==> config.mk <==
export PLATFORM = sky130hd
export DESIGN_NAME = mem_access_ctrl
export DESIGN_NICKNAME = d
export VERILOG_FILES = /design/src/rtl/mem_access_ctrl_pkg.sv /design/src/rtl/mem_access_ctrl_wait_timer.sv /design/src/rtl/mem_access_ctrl.sv
export SDC_FILE = /design/constraint.sdc
export NUM_CORES = 1
export LEC_CHECK = 0
export ABC_AREA = 1
export CAP_MARGIN = 20
export CELL_PAD_IN_SITES_DETAIL_PLACEMENT = 1
export CELL_PAD_IN_SITES_GLOBAL_PLACEMENT = 1
export CORE_ASPECT_RATIO = 1.25
export CORE_MARGIN = 4
export CORE_UTILIZATION = 29
export CTS_CLUSTER_DIAMETER = 40
export CTS_CLUSTER_SIZE = 20
export DETAILED_ROUTE_END_ITERATION = 12
export PLACE_DENSITY_LB_ADDON = 0.1
export SLEW_MARGIN = 25
export SYNTH_ARGS = -nofsm -noshare
export SYNTH_HDL_FRONTEND = slang
export SYNTH_SLANG_ARGS = --single-unit
==> constraint.sdc <==
create_clock -name clock -period 1.71 [get_ports clock]
set_input_delay 0.342 -clock clock [delete_from_list [all_inputs] [get_ports clock]]
set_output_delay 0.342 -clock clock [all_outputs]
set_load 0.02 [all_outputs]
==> src/rtl/mem_access_ctrl_pkg.sv <==
// mem_ctrl_pkg: shared definitions for the memory access sequencer.
//   state_e          - 3-bit FSM state encoding (IDLE=0 ... ERR=7)
//   OP_LOAD/OP_STORE - encoding of the latched request type
//   WAIT_MAX_DEFAULT - default wait-cycle budget before timeout
//   ctrl_out_t       - bundle of all sequencer outputs
//   decode_outputs() - per-state output table

package mem_ctrl_pkg;

    typedef enum logic [2:0] {
        StIdle    = 3'd0,
        StAddr    = 3'd1,
        StRdWait  = 3'd2,
        StRdLatch = 3'd3,
        StWrLoad  = 3'd4,
        StWrWait  = 3'd5,
        StDone    = 3'd6,
        StErr     = 3'd7
    } state_e;

    localparam logic OP_LOAD  = 1'b0;
    localparam logic OP_STORE = 1'b1;

    localparam int unsigned WAIT_MAX_DEFAULT = 15;

    typedef struct packed {
        logic mar_enable;
        logic mdr_enable;
        logic mdr_read;
        logic mem_read;
        logic mem_write;
        logic bus_data_req;
        logic bus_hold;
        logic busy;
        logic done;
        logic error;
    } ctrl_out_t;

    // Output table. mem_read only ever appears together with mdr_read, and
    // mem_write only with mdr_read=0, so there is never more than one driver
    // on the memory lines.
    function automatic ctrl_out_t decode_outputs(state_e st, logic op);
        ctrl_out_t o;
        o = '0;
        unique case (st)
            StIdle: ;
            StAddr: begin
                o.busy       = 1'b1;
                o.mar_enable = 1'b1;
            end
            StRdWait: begin
                o.busy     = 1'b1;
                o.mem_read = 1'b1;
                o.mdr_read = 1'b1;
                o.bus_hold = 1'b1;
            end
            StRdLatch: begin
                o.busy       = 1'b1;
                o.mem_read   = 1'b1;
                o.mdr_read   = 1'b1;
                o.mdr_enable = 1'b1;
                o.bus_hold   = 1'b1;
            end
            StWrLoad: begin
                o.busy         = 1'b1;
                o.mdr_enable   = 1'b1;
                o.bus_data_req = 1'b1;
            end
            StWrWait: begin
                o.busy      = 1'b1;
                o.mem_write = 1'b1;
            end
            StDone: begin
                o.busy = 1'b1;
                o.done = 1'b1;
                // A finished load keeps the word on the bus for capture.
                if (op == OP_LOAD) begin
                    o.mdr_read = 1'b1;
                    o.bus_hold = 1'b1;
                end
            end
            StErr: begin
                o.busy  = 1'b1;
                o.done  = 1'b1;
                o.error = 1'b1;
            end
        endcase
        return o;
    endfunction

endpackage

==> src/rtl/mem_access_ctrl_wait_timer.sv <==
// wait_timer: saturating wait-cycle counter for the memory sequencer.
//   clk_i     - clock
//   rst_ni    - synchronous active-low reset
//   clr_i     - clear the count to zero (takes priority over inc_i)
//   inc_i     - count one not-ready wait cycle
//   expired_o - this increment brings the count to WAIT_MAX

module wait_timer #(
    parameter int unsigned WAIT_MAX = 15,
    parameter int unsigned CNT_W    = $clog2(WAIT_MAX + 1)
) (
    input  logic clk_i,
    input  logic rst_ni,
    input  logic clr_i,
    input  logic inc_i,
    output logic expired_o
);

    localparam logic [CNT_W-1:0] MaxCnt  = CNT_W'(WAIT_MAX);
    localparam logic [CNT_W-1:0] LastCnt = CNT_W'(WAIT_MAX - 1);

    logic [CNT_W-1:0] count_q, count_d;

    always_comb begin
        count_d = count_q;
        if (clr_i) begin
            count_d = '0;
        end else if (inc_i && (count_q != MaxCnt)) begin
            count_d = count_q + CNT_W'(1);
        end
    end

    // Flag the WAIT_MAX-th not-ready cycle itself, so the FSM leaves the wait
    // state on that edge; a ready in the same cycle is handled first by the FSM.
    assign expired_o = inc_i && (count_q >= LastCnt);

    always_ff @(posedge clk_i) begin
        if (!rst_ni) begin
            count_q <= '0;
        end else begin
            count_q <= count_d;
        end
    end

endmodule

==> src/rtl/mem_access_ctrl.sv <==
// mem_access_ctrl: sequences one load or store per request through the
// MAR/MDR/RAM group, with a ready handshake and a wait timeout.
//   clock        - system clock (rising edge)
//   clear        - synchronous active-low reset
//   start        - request strobe, sampled in IDLE only
//   write_req    - request type captured with start (1 = store)
//   mem_ready    - RAM completion, sampled in the wait states only
//   mar_enable   - load MAR from bus
//   mdr_enable   - load MDR
//   mdr_read     - MDR direction (1 = from mem lines / drive bus)
//   mem_read     - RAM read strobe
//   mem_write    - RAM write strobe
//   bus_data_req - control unit must drive store data this cycle
//   bus_hold     - MDR may be driving the bus
//   busy         - not IDLE
//   done         - one-cycle completion pulse
//   error        - one-cycle timeout pulse, together with done

module mem_access_ctrl
    import mem_ctrl_pkg::*;
#(
    parameter int unsigned WAIT_MAX = WAIT_MAX_DEFAULT,
    parameter int unsigned CNT_W    = $clog2(WAIT_MAX + 1)
) (
    input  logic clock,
    input  logic clear,
    input  logic start,
    input  logic write_req,
    input  logic mem_ready,
    output logic mar_enable,
    output logic mdr_enable,
    output logic mdr_read,
    output logic mem_read,
    output logic mem_write,
    output logic bus_data_req,
    output logic bus_hold,
    output logic busy,
    output logic done,
    output logic error
);

    state_e    state_q, state_d;
    logic      op_q, op_d;
    ctrl_out_t out_q;

    logic tmr_clr;
    logic tmr_inc;
    logic tmr_expired;

    wait_timer #(
        .WAIT_MAX (WAIT_MAX),
        .CNT_W    (CNT_W)
    ) u_wait_timer (
        .clk_i     (clock),
        .rst_ni    (clear),
        .clr_i     (tmr_clr),
        .inc_i     (tmr_inc),
        .expired_o (tmr_expired)
    );

    always_comb begin
        state_d = state_q;
        op_d    = op_q;
        tmr_clr = 1'b0;
        tmr_inc = 1'b0;
        unique case (state_q)
            StIdle: begin
                if (start) begin
                    state_d = StAddr;
                    op_d    = write_req;
                    tmr_clr = 1'b1;
                end
            end
            StAddr: begin
                state_d = (op_q == OP_STORE) ? StWrLoad : StRdWait;
            end
            StRdWait: begin
                if (mem_ready) begin
                    state_d = StRdLatch;
                end else begin
                    tmr_inc = 1'b1;
                    if (tmr_expired) begin
                        state_d = StErr;
                    end
                end
            end
            StRdLatch: begin
                state_d = StDone;
            end
            StWrLoad: begin
                state_d = StWrWait;
            end
            StWrWait: begin
                if (mem_ready) begin
                    state_d = StDone;
                end else begin
                    tmr_inc = 1'b1;
                    if (tmr_expired) begin
                        state_d = StErr;
                    end
                end
            end
            StDone: begin
                state_d = StIdle;
            end
            StErr: begin
                state_d = StIdle;
            end
        endcase
    end

    // Outputs are flopped from the next state so they line up exactly with
    // state_q and come straight from registers.
    always_ff @(posedge clock) begin
        if (!clear) begin
            state_q <= StIdle;
            op_q    <= OP_LOAD;
            out_q   <= '0;
        end else begin
            state_q <= state_d;
            op_q    <= op_d;
            out_q   <= decode_outputs(state_d, op_d);
        end
    end

    assign mar_enable   = out_q.mar_enable;
    assign mdr_enable   = out_q.mdr_enable;
    assign mdr_read     = out_q.mdr_read;
    assign mem_read     = out_q.mem_read;
    assign mem_write    = out_q.mem_write;
    assign bus_data_req = out_q.bus_data_req;
    assign bus_hold     = out_q.bus_hold;
    assign busy         = out_q.busy;
    assign done         = out_q.done;
    assign error        = out_q.error;

endmodule

==> results of run 1 <==
-- flip-flops by register name (all words and copies together) (netlist names) --
signal,flops
bus_data_req,1
u_wait_timer.count_q,4
mar_enable,1
state_q,3
bus_hold,1
mdr_enable,1
error,1
mem_write,1
mem_read,1
op_q,1
busy,1
done,1
-- per-stage QoR --
step	instance area, um2	util (%)
detailed placement	947	37.9
global placement	947	37.9
finish	973	38.9
CTS	973	38.9
global route	973	38.9
floorplan	773	-
-- layout by cell type, fill, tap and decap left out, drive strengths merged --
cell type	synthesis	routed
a21oi	7	7
clkdlybuf4s50	0	14
nor3	2	2
ha	2	2
o21ai	6	6
dfxtp	17	17
nand2	28	28
clkbuf	0	4
nand4	2	2
nor2	15	15
or2	1	1
inv	22	22
nand3	7	7
-- kinds of logic after synthesis --
logic type / after synthesis / synth area share [%]
AND/OR/NAND/NOR: 55 / 32.7
flip-flops: 17 / 44.0
buffers and inverters: 23 / 11.7
adder cells (fa/ha/maj): 2 / 3.24
AO/OA/AOI/OAI: 13 / 8.41
-- routing by layer --
| metal | up-vias | GRT usage, % |
|---|---|---|
| met1 | 320 | 14.3 |
| li1 | 372 | - |
| met4 | 0 | 2.80 |
| met5 | - | 0 |
| met2 | 9 | 21.4 |
| met3 | 2 | 4.31 |
-- final cells by class --
| cell class | count | area (um2) | area share [%] |
|---|---|---|---|
| Multi-Input combinational cell | 70 | 343 | 35.2 |
| Inverter | 22 | 82.6 | 8.48 |
| Timing Repair Buffer | 14 | 140 | 14.4 |
| Tap cell | 33 | 41.3 | 4.24 |
| Sequential cell | 17 | 340 | 35.0 |
| Clock buffer | 4 | 26.3 | 2.70 |
-- worst paths after layout --
check,slack [ns],cells past startpoint,endpoint,startpoint
setup reg to reg,0.27,11,bus_hold,u_wait_timer.count_q[0]
hold reg to reg,0.51,2,u_wait_timer.count_q[3],u_wait_timer.count_q[3]
hold / removal,0.51,2,u_wait_timer.count_q[3],u_wait_timer.count_q[3]
setup / recovery,0.14,1,mdr_read,bus_hold
-- power by group --
part	switching (uW)	leakage (uW)	internal, uW
logic	201	0.000289	125
clock network	117	0.0000150	90.5
registers	28.9	0.000139	442
total	347	0.000442	657
==> run metrics, run 1 <==
# setup viols final=0; Reg clk slew, reported paths=0.09 ns; Sink Count=17; fillers=335; routed wire length=1.81 mm; WL met2=1.01 mm; routed len/inst=11.3 um; RSZ-0062 raised after global routing=false; final hold slack=0.507 ns; startpoint types=flop; Leak=0.000442 uW; Slew Limit Fails=0; Post-synth EDFFs=0; clk_lat worst skew=0.28 ns; share of post-route cells with drive strength above 1=9.45%; Mapped Avg Cell Area=7.03 um2; met3 WL=55 um; total power=1000 uW; nets@finish=135; post-layout min period=1.57 ns; outcome=completed; largest net degree at the start of global routing=10; Synth Flop Type=dfxtp_1; Synth Instances=110; die area=3560 um2; CP bufs+invs=1; TritonRoute pass-1 iters=2; Fin. Hold Viols=0; placed cell count=156; post-synth net total=117; setup TNS=0 ns; vias in the first global route=728; critical-path cell list=clkdlybuf4s50_1; Max rail drop VDD=0.508 mV; First DRT Iteration DRCs=6; core footprint=2500 um2; DR vias=703; Num CTS Buffers=3; max-cap violation count=0; GRT overflow=0; post-synthesis cell area=773 um2; via-per-instance ratio=4.39; # H-tree levels=1; Max clock buf depth=2; Worst path max stage delay=0.60 ns; initial antenna violation count=0; num rows=20; pre-CTS setup slack=0.0604 ns; chip height=65.7 um; Die X-Extent=54.2 um; family with the most delay on the worst path=buffers and inverters; Setup crit end kind=output pin; Synth top cells by count=nand2_1 (24), inv_1 (20), dfxtp_1 (17), nor2_1 (14), a21oi_1 (7); DPL Wire Length=1.52 mm; post-cts sizing count=0; clk_skew=0.00105 ns; io pins=15; Crit path required time=1.37 ns; Max Clk Rate=0.638 GHz; slowest stage cell, crit path=clkdlybuf4s50_1; ys async rst share=0%; worst min-delay path class=reg2reg; Yosys cell types=16; slew at the pin closest to its max-slew limit=0.276 ns; All-Layer GR Usage=12.4%; slew margin rel.=81.4%; setup bufs post-CTS=0; Port Buffer Count=14; CTS tree=yes; CP Class=reg2out; top cell type's share of synthesized area=44.0%; Final Non-Filler Cells=160; DRC=0; Initial Util=30.9%; CTS Root Cell=clkbuf_4; Final WS setup=0.142 ns; number of diodes=0; GP Congestion=0.751; PwrDens=1030 nW/um2; Seq/Total Area, Yosys=44.0%; hold_buf cts=0; Layout area overhead=25.9%; Post-Route M1 WL=732 um; ranking of synthesized cells by area=dfxtp_1 (44%), nand2_1 (12%), inv_1 (9.7%); Worst Path Max Fanout=2; highest routed layer=met4; Critical Path AT=1.23 ns; #FFs+latches synth=17; post-synth top area cell=dfxtp_1; Ys Warns=0; most common cell in the netlist=nand2_1; Final ANT Viol Nets=0; first-pass GRT wire length=3.24 mm; Final period util=91.7%
No activity file was read; power rests on OpenSTA's default activity.
==> inputs of run 2 (changes only) <==
- REMOVE_ABC_BUFFERS: not set -> 1
==> run 2 against run 1 <==
Compared with the run above:
- final area did not move
- worst hold slack improved by 0.0074 ns
- critical path depth did not move
- non-clock buffer count did not move
- sequential cell count did not move
- sequential share of layout area did not move
- die area did not move
- combinational power barely moved
- first-iteration DRC count rose by 50%
- clock skew rose by 0.0018 ns
- global-route usage fell by 0.61 points
- clock power barely moved
- critical endpoint unchanged
==> run metrics, run 2 (synthesized netlist as in run 1, its figures left out) <==
outcome=completed; Final WS setup=0.124 ns; CP bufs+invs=1; critical-path cell list=clkdlybuf4s50_1; max-cap violation count=0; Fin. Hold Viols=0; Largest register FFs=4; largest reg by FF count=u_wait_timer.count_q; First DRT Iteration DRCs=9; routed wire length=1.81 mm; vias in the first global route=777; family with the most delay on the worst path=buffers and inverters; post-layout min period=1.59 ns; Leak=0.000442 uW; fillers=335; slew at the pin closest to its max-slew limit=0.307 ns; initial antenna violation count=0; slew margin rel.=79.3%; Worst Path Max Fanout=2; Setup crit start=bus_hold; CTS tree=yes; Die X-Extent=54.2 um; nets@finish=135; io pins=15; hold_sp=u_wait_timer.count_q[3]; via-per-instance ratio=4.51; Final Non-Filler Cells=160; Slew Limit Fails=0; Layout area overhead=25.9%; GRT overflow=0; startpoint types=flop; DRC=0; switching power=354 uW; setup bufs post-CTS=0; DP Area=947 um2; Multi-input gate area=343 um2; clk_skew=0.00286 ns; Setup crit end kind=output pin; setup TNS=0 ns; # H-tree levels=1; post-cts sizing count=0; Critical Path AT=1.24 ns; Sink Count=17; final std cell area, no fill=973 um2; Num CTS Buffers=3; pre-CTS setup slack=0.0760 ns; DR vias=721; worst min-delay path class=reg2reg; DPL Wire Length=1.54 mm; Max rail drop VDD=0.612 mV; Initial Util=30.9%; FF-to-FF Start=u_wait_timer.count_q[0]; share of post-route cells with drive strength above 1=9.45%; hold_buf cts=0; Port Buffer Count=14; slowest stage cell, crit path=clkdlybuf4s50_1; leading cell type in the layout, fill and taps excluded=nand2_1; All-Layer GR Usage=11.8%; sequential share of power=46.7%; Final period util=92.7%; # setup viols final=0; clk_lat worst skew=0.28 ns; routed len/inst=11.3 um; most frequent cells in the layout=nand2_1 (24), inv_1 (20), dfxtp_1 (17); Crit path required time=1.37 ns; number of diodes=0; switching portion of total power=35.0%; Max clock buf depth=2; Worst path max stage delay=0.61 ns; Clk pwr share=20.9%; Max Clk Rate=0.631 GHz; Register Area=340 um2; CP Class=reg2out; TritonRoute pass-1 iters=3; biggest regs=u_wait_timer.count_q (4), state_q (3); RSZ-0062 raised after global routing=false; core footprint=2500 um2; largest net degree at the start of global routing=10; Logic pwr share=32.4%; chip height=65.7 um; Int Power=657 uW; PwrDens=1040 nW/um2; num rows=20; Final ANT Viol Nets=0; GP Congestion=0.732; first-pass GRT wire length=3.15 mm; die area=3560 um2; CTS Root Cell=clkbuf_4; placed cell count=156; Reg clk slew, reported paths=0.10 ns
[run 2: cell counts in the layout (fill, tap and decap cells not counted)]
No cell type changed its count.
[run 2: layout make-up]
cell class	instances	share of cell area, %
clock buffer	4	2.70
multi-input combinational	70	35.2
timing repair buffer	14	14.4
tap	33	4.24
sequential	17	35.0
inverter	22	8.48
[run 2: path summary, 6_finish.rpt]
check | endpoint | slack (ns) | cells past startpoint
min reg2reg | u_wait_timer.count_q[3] | 0.51 | 2
max reg2reg | bus_hold | 0.28 | 11
max | mdr_read | 0.12 | 1
min | u_wait_timer.count_q[3] | 0.51 | 2
[run 2: layer usage]
| metal | vias to the layer above | routed length, um | global-route usage (%) |
|---|---|---|---|
| li1 | 369 | - | - |
| met1 | 344 | 702 | 12.1 |
| met2 | 6 | 1040 | 22.5 |
| met3 | 2 | 51 | 3.17 |
| met4 | 0 | 15 | 2.80 |
| met5 | - | 0 | 0 |
[run 2: tightest hold or removal path, cell delays in order, from the launching register on]
cell and delay (ns):
dfxtp_1 0.34, o21ai_0 0.08, a21oi_1 0.06
[run 2: through the flow]
stage / hold slack, ns / total power (uW) / utilization (%)
2_1_floorplan: 0.462 / 683 / -
3_3_place_gp: 0.488 / 811 / 37.9
3_5_place_dp: 0.500 / 817 / 37.9
4_1_cts: 0.515 / 1030 / 38.9
5_1_grt: 0.546 / 1080 / 38.9
6_report: 0.514 / 1010 / 38.9
[run 2: power by group through the flow]
| stage | Clock [uW] | Sequential [uW] | Combinational (uW) |
|---|---|---|---|
| floorplan | 0 | 519 | 164 |
| global placement | 0 | 480 | 332 |
| detailed placement | 0 | 482 | 334 |
| CTS | 224 | 473 | 336 |
| global route | 242 | 478 | 364 |
| finish | 211 | 472 | 328 |
==> inputs of run 3 (changes only) <==
- SLEW_MARGIN: 25 -> 10
==> results of run 3 <==
Same layout as run 2: the final DEF is identical, and so are final timing and power.
